`src/rtl/ext_pc_ctrl.sv`:
```
// Producer for the core's external PC-redirect port: one boot redirect after reset,
// then host valid/ready requests, each deferred until the core has finished flushing.
module ext_pc_ctrl #(
    parameter int                PC_W     = 16,
    parameter logic [PC_W-1:0]   BOOT_PC  = '0,
    parameter int                BOOT_DLY = 4,
    parameter int                HOLD_CYC = 2
) (
    input  logic            clk,
    input  logic            rst_n,
    input  logic [PC_W-1:0] host_pc,
    input  logic            host_vld,
    output logic            host_rdy,
    input  logic            core_flush,
    output logic [PC_W-1:0] extern_pc,
    output logic            extern_pc_en,
    output logic            busy,
    output logic [7:0]      redir_cnt
);

    localparam int HOLD_EFF = (HOLD_CYC < 1) ? 1 : HOLD_CYC;
    localparam int DLY_W    = (BOOT_DLY < 2) ? 1 : $clog2(BOOT_DLY + 1);
    localparam int HLD_W    = (HOLD_EFF < 2) ? 1 : $clog2(HOLD_EFF);
    localparam logic [DLY_W-1:0] DLY_LAST = DLY_W'(BOOT_DLY);
    localparam logic [HLD_W-1:0] HLD_LAST = HLD_W'(HOLD_EFF - 1);

    typedef enum logic [1:0] {
        BOOT_WAIT  = 2'd0,
        WAIT_QUIET = 2'd1,
        DRIVE      = 2'd2,
        IDLE       = 2'd3
    } state_t;

    state_t          state_q,  state_d;
    logic [DLY_W-1:0] dly_q,   dly_d;
    logic [HLD_W-1:0] hold_q,  hold_d;
    logic [PC_W-1:0] target_q, target_d;
    logic            boot_q,   boot_d;
    logic [PC_W-1:0] pc_q,     pc_d;
    logic            en_q,     en_d;
    logic            rdy_q,    rdy_d;
    logic            busy_q,   busy_d;
    logic [7:0]      cnt_q,    cnt_d;

    always_comb begin
        state_d  = state_q;
        dly_d    = dly_q;
        hold_d   = hold_q;
        target_d = target_q;
        boot_d   = boot_q;
        pc_d     = pc_q;
        en_d     = en_q;
        rdy_d    = rdy_q;
        busy_d   = busy_q;
        cnt_d    = cnt_q;
        case (state_q)
            BOOT_WAIT: begin
                // The boot redirect is not gated by core_flush.
                if (dly_q == DLY_LAST) begin
                    state_d  = DRIVE;
                    target_d = BOOT_PC;
                    boot_d   = 1'b1;
                    pc_d     = BOOT_PC;
                    en_d     = 1'b1;
                    hold_d   = '0;
                end else begin
                    dly_d = dly_q + 1'b1;
                end
            end
            IDLE: begin
                if (host_vld && rdy_q) begin
                    state_d  = WAIT_QUIET;
                    target_d = host_pc;
                    boot_d   = 1'b0;
                    rdy_d    = 1'b0;
                    busy_d   = 1'b1;
                end
            end
            WAIT_QUIET: begin
                if (!core_flush) begin
                    state_d = DRIVE;
                    pc_d    = target_q;
                    en_d    = 1'b1;
                    hold_d  = '0;
                end
            end
            DRIVE: begin
                // Pulse length is fixed once started; core_flush is not consulted here.
                if (hold_q == HLD_LAST) begin
                    state_d = IDLE;
                    en_d    = 1'b0;
                    rdy_d   = 1'b1;
                    busy_d  = 1'b0;
                    if (!boot_q && (cnt_q != 8'hFF)) begin
                        cnt_d = cnt_q + 8'd1;
                    end
                end else begin
                    hold_d = hold_q + 1'b1;
                end
            end
            default: begin
                state_d = IDLE;
                en_d    = 1'b0;
                rdy_d   = 1'b1;
                busy_d  = 1'b0;
            end
        endcase
    end

    always_ff @(posedge clk or negedge rst_n) begin
        if (!rst_n) begin
            state_q  <= BOOT_WAIT;
            dly_q    <= '0;
            hold_q   <= '0;
            target_q <= BOOT_PC;
            boot_q   <= 1'b1;
            pc_q     <= BOOT_PC;
            en_q     <= 1'b0;
            rdy_q    <= 1'b0;
            busy_q   <= 1'b1;
            cnt_q    <= 8'd0;
        end else begin
            state_q  <= state_d;
            dly_q    <= dly_d;
            hold_q   <= hold_d;
            target_q <= target_d;
            boot_q   <= boot_d;
            pc_q     <= pc_d;
            en_q     <= en_d;
            rdy_q    <= rdy_d;
            busy_q   <= busy_d;
            cnt_q    <= cnt_d;
        end
    end

    assign host_rdy     = rdy_q;
    assign extern_pc    = pc_q;
    assign extern_pc_en = en_q;
    assign busy         = busy_q;
    assign redir_cnt    = cnt_q;

endmodule

```
`config.mk`:
```
export PLATFORM = sky130hd
export DESIGN_NAME = ext_pc_ctrl
export DESIGN_NICKNAME = d
export VERILOG_FILES = /design/src/rtl/ext_pc_ctrl.sv
export SDC_FILE = /design/constraint.sdc
export NUM_CORES = 1
export LEC_CHECK = 0
export ABC_AREA = 1
export BUFFER_PORTS_ARGS = -buffer_cell sky130_fd_sc_hd__buf_4
export CAP_MARGIN = 25
export CORE_MARGIN = 3
export CORE_UTILIZATION = 40
export CTS_CLUSTER_DIAMETER = 60
export CTS_CLUSTER_SIZE = 20
export DETAILED_ROUTE_END_ITERATION = 16
export GPL_ROUTABILITY_DRIVEN = 0
export PLACE_DENSITY = 0.65
export SLEW_MARGIN = 20
export SYNTH_ARGS = -nofsm -noshare
export SYNTH_HDL_FRONTEND = slang
export SYNTH_SLANG_ARGS = --single-unit
```
`constraint.sdc`:
```
create_clock -name clk -period 1.6 [get_ports clk]
set_input_delay 0.32 -clock clk [delete_from_list [all_inputs] [get_ports clk]]
set_output_delay 0.32 -clock clk [all_outputs]
set_load 0.03 [all_outputs]
```
==> metrics.cfg <==
[die]
die_h_um=82.5
die_w_um=82.5
ios=47
num_rows=27
start_util_pct=42.0
die_area_um2=6810
placeableCoreArea_um2=5570

[timing]
max_freq_mhz=665
worst_pin_slew_ns=0.625
relSlewSlack_pct=58.4
finalSetupTns_ns=0
finalCriticalPeriod_ns=1.50
fin_worst_skew_ns=0.00416
fin_hold_ws_ns=0.0244
rsz0062_at_grt=false
setup_viol=0
fin_crit_sh_pct=94.0
final-hold-violation-count=0
slew_viol_final=0

[power]
clkPwrFrac_pct=12.6
total_power_uw=5750
p_leak_uw=0.00156
power_density_nw_per_um2=1980
internal_power_uw=3170
switching_share_pct=45.0
p_seq_share_pct=36.4
power.switching_uw=2590
peakVddDrop_mv=0.981
comb_power_share_pct=51.1

[critical_path]
r2r_cells=9
r2r_start=state_q[0]
worstSetupPathType=reg2reg
reg2reg_slack_ns=0.1
worstPathRequired_ns=1.85
reg2reg_to=extern_pc[5]
crit_path_max_fanout=18
cp-end-kind=flip-flop
critPathLaunchType=flip-flop
critPathArrivalTime_ns=1.75

[global_route]
grt.total_usage_pct=15.3
grt_overflow=0
first_global_vias=1736
grt_max_degree=51
grt_pass1_wl_mm=7.90
antenna_found_initial=0

[synthesis]
async_reset_ff_share_pct=100
synth_most_common_cell=nand2_1
ys_top_cells_by_area=dfrtp_1 (51%), nand2_1 (16%), nand3_1 (8.1%), ha_1 (4.3%), nand2_2 (2.7%)
synth_cell_types=25
synth.top_cells.by_count=nand2_1 (101), dfrtp_1 (48), nand3_1 (38)
yosysTopAreaCell=dfrtp_1
synth_edf_count=0
ys.flop_type=dfrtp_1
syn_area_per_cell_um2=8.77
syn_area_um2=2340
syn_nets=295
synthCells=267
ys_seq_elements=50
synth_top_area_share_pct=51.3
ys.warnings.count=0
seq_area_frac_synth_pct=53.6

[clock_network]
cts_tree=yes
cts_buffers=5
clk_pin_slew_ns=0.09
clock_path_buffers=2
cts_root_buf=clkbuf_8
cts.sinks=50
hold_buffers=0
clkLatencyLatePin_ns=0.30
h-tree-depth=2

[routing]
drt_wl_total_mm=4.74
vias=1819
firstDrtPassIters=4
wire_per_inst_um=12.1
ant_nets=0
drcViolationCount=0
drt-vias-per-instance=4.63
drt_iter0_markers=121

[place]
dpl-instance-area_um2=2780
port-buffer-count=46
place_hpwl_mm=3.29
placed_cells=384

[finish]
multi_input_area_um2=992
finalInstanceArea_um2=2910
drive_gt1_share_pct=26.8
fin_nets=348
seqCellArea_um2=1250
layout.cells.non_filler=393
area_growth_pct=24.4
n_antenna_cell=0
fillCellCount=550

[outcome]
outcome=finished clean

[hold_path]
hold_path.class=in2async

[flow_run]
max_cap_violations=0

[metrics by stage]
| step | utilization (%) | setup slack (ns) |
|---|---|---|
| finish | 52.2 | 0.0955 |
| global route | 52.2 | 0.0113 |
| CTS | 51.7 | 0.0620 |
| detailed placement | 49.9 | -0.0589 |
| global placement | 49.9 | -0.00376 |
| floorplan | - | 0.119 |
[cell type report]
cell class | count | area share (%)
clock buffers | 6 | 2.49
inverters | 16 | 2.41
well taps | 72 | 3.09
repair buffers | 54 | 14.4
clock inverters | 2 | 0.516
flip-flops and latches | 50 | 43.1
multi-input cells | 193 | 34.1
[how the worst max path moves through the flow]
stage / start / to / slack [ns] / cells past startpoint
final: state_q[0] / extern_pc[5] / 0.1 / 9
after floorplan: state_q[1] / extern_pc[0] / 0.12 / 10
after global placement: state_q[0] / boot_q / -0.004 / 5
after detailed placement: state_q[0] / target_q[4] / -0.06 / 5
after global routing: redir_cnt[1] / redir_cnt[3] / 0.01 / 8
after CTS: state_q[0] / extern_pc[5] / 0.06 / 9
[state kept, by name, indices dropped and copies added (netlist names)]
name,cells
busy,1
redir_cnt,8
hold_q,1
state_q,2
dly_q,3
host_rdy,1
boot_q,1
target_q,16
extern_pc_en,1
extern_pc,16
[kinds of logic (layout without fill, tap and decap cells)]
kind of cell | count (synthesis) | count (layout) | synth area share, %
flops | 50 | 50 | 53.6
simple gates | 167 | 167 | 31.5
fa+ha+maj | 8 | 8 | 4.28
xor+xnor | 5 | 5 | 1.87
compound gates | 13 | 13 | 3.58
buf+inv | 24 | 78 | 5.18
[critical path: stages (launching register included)]
cell and delay, ns:
dfrtp_1 0.41, inv_1 0.15, ha_2 0.28, nand2_4 0.10
nand2_4 0.09, inv_8 0.06, o21ai_4 0.07, buf_12 0.17
nand2_1 0.06, nand2_1 0.05
[power groups by stage]
stage | clock network (µW) | logic [µW] | registers (µW)
detailed placement | 0 | 2860 | 2110
global placement | 0 | 2820 | 2100
finish | 723 | 2940 | 2090
floorplan | 0 | 1590 | 2530
CTS | 758 | 2920 | 2090
global route | 804 | 3320 | 2150
[what timing repair did]
item / 4_1_cts / 5_1_grt
endpoints found under the setup margin: 25 / 31
resized for setup: 3 / 7
cloned: 0 / 0
buffers inserted: 0 / 1
pin swaps: 0 / 1
hold endpoints to repair: 0 / 0
[routing by layer]
| metal | global-route usage (%) | wire (µm) | part of all wire [%] | up-vias |
|---|---|---|---|---|
| met5 | 0 | 0 | 0 | - |
| met3 | 3.80 | 242 | 5.1 | 4 |
| met2 | 25.1 | 2200 | 46 | 38 |
| met1 | 20.2 | 2260 | 48 | 828 |
| li1 | - | - | - | 949 |
| met4 | 3.92 | 38 | 0.80 | 0 |
[placed cells by master, fill, tap and decap left out]
cell / synthesis / layout
nand2_1: 101 / 101
inv_1: 14 / 14
inv_4: 1 / 1
inv_8: 0 / 1
clkinvlp_4: 0 / 2
nand2_4: 2 / 2
ha_2: 0 / 2
buf_4: 0 / 53
nand3_4: 0 / 1
clkbuf_8: 0 / 5
nor2_2: 0 / 2
xor2_1: 3 / 3
ha_1: 8 / 6
dfrtp_1: 48 / 48
nand3b_1: 2 / 2
nand3_1: 38 / 38
o211ai_4: 0 / 1
nand2_2: 10 / 10
nand4_1: 2 / 2
clkbuf_1: 0 / 1
dfstp_2: 2 / 2
or2_2: 2 / 2
nor2_1: 9 / 7
xnor2_1: 2 / 2
o21ai_0: 9 / 9
a21oi_1: 2 / 2
buf_12: 1 / 1
o21ai_4: 1 / 1
Power figures use the tool's default switching activity.
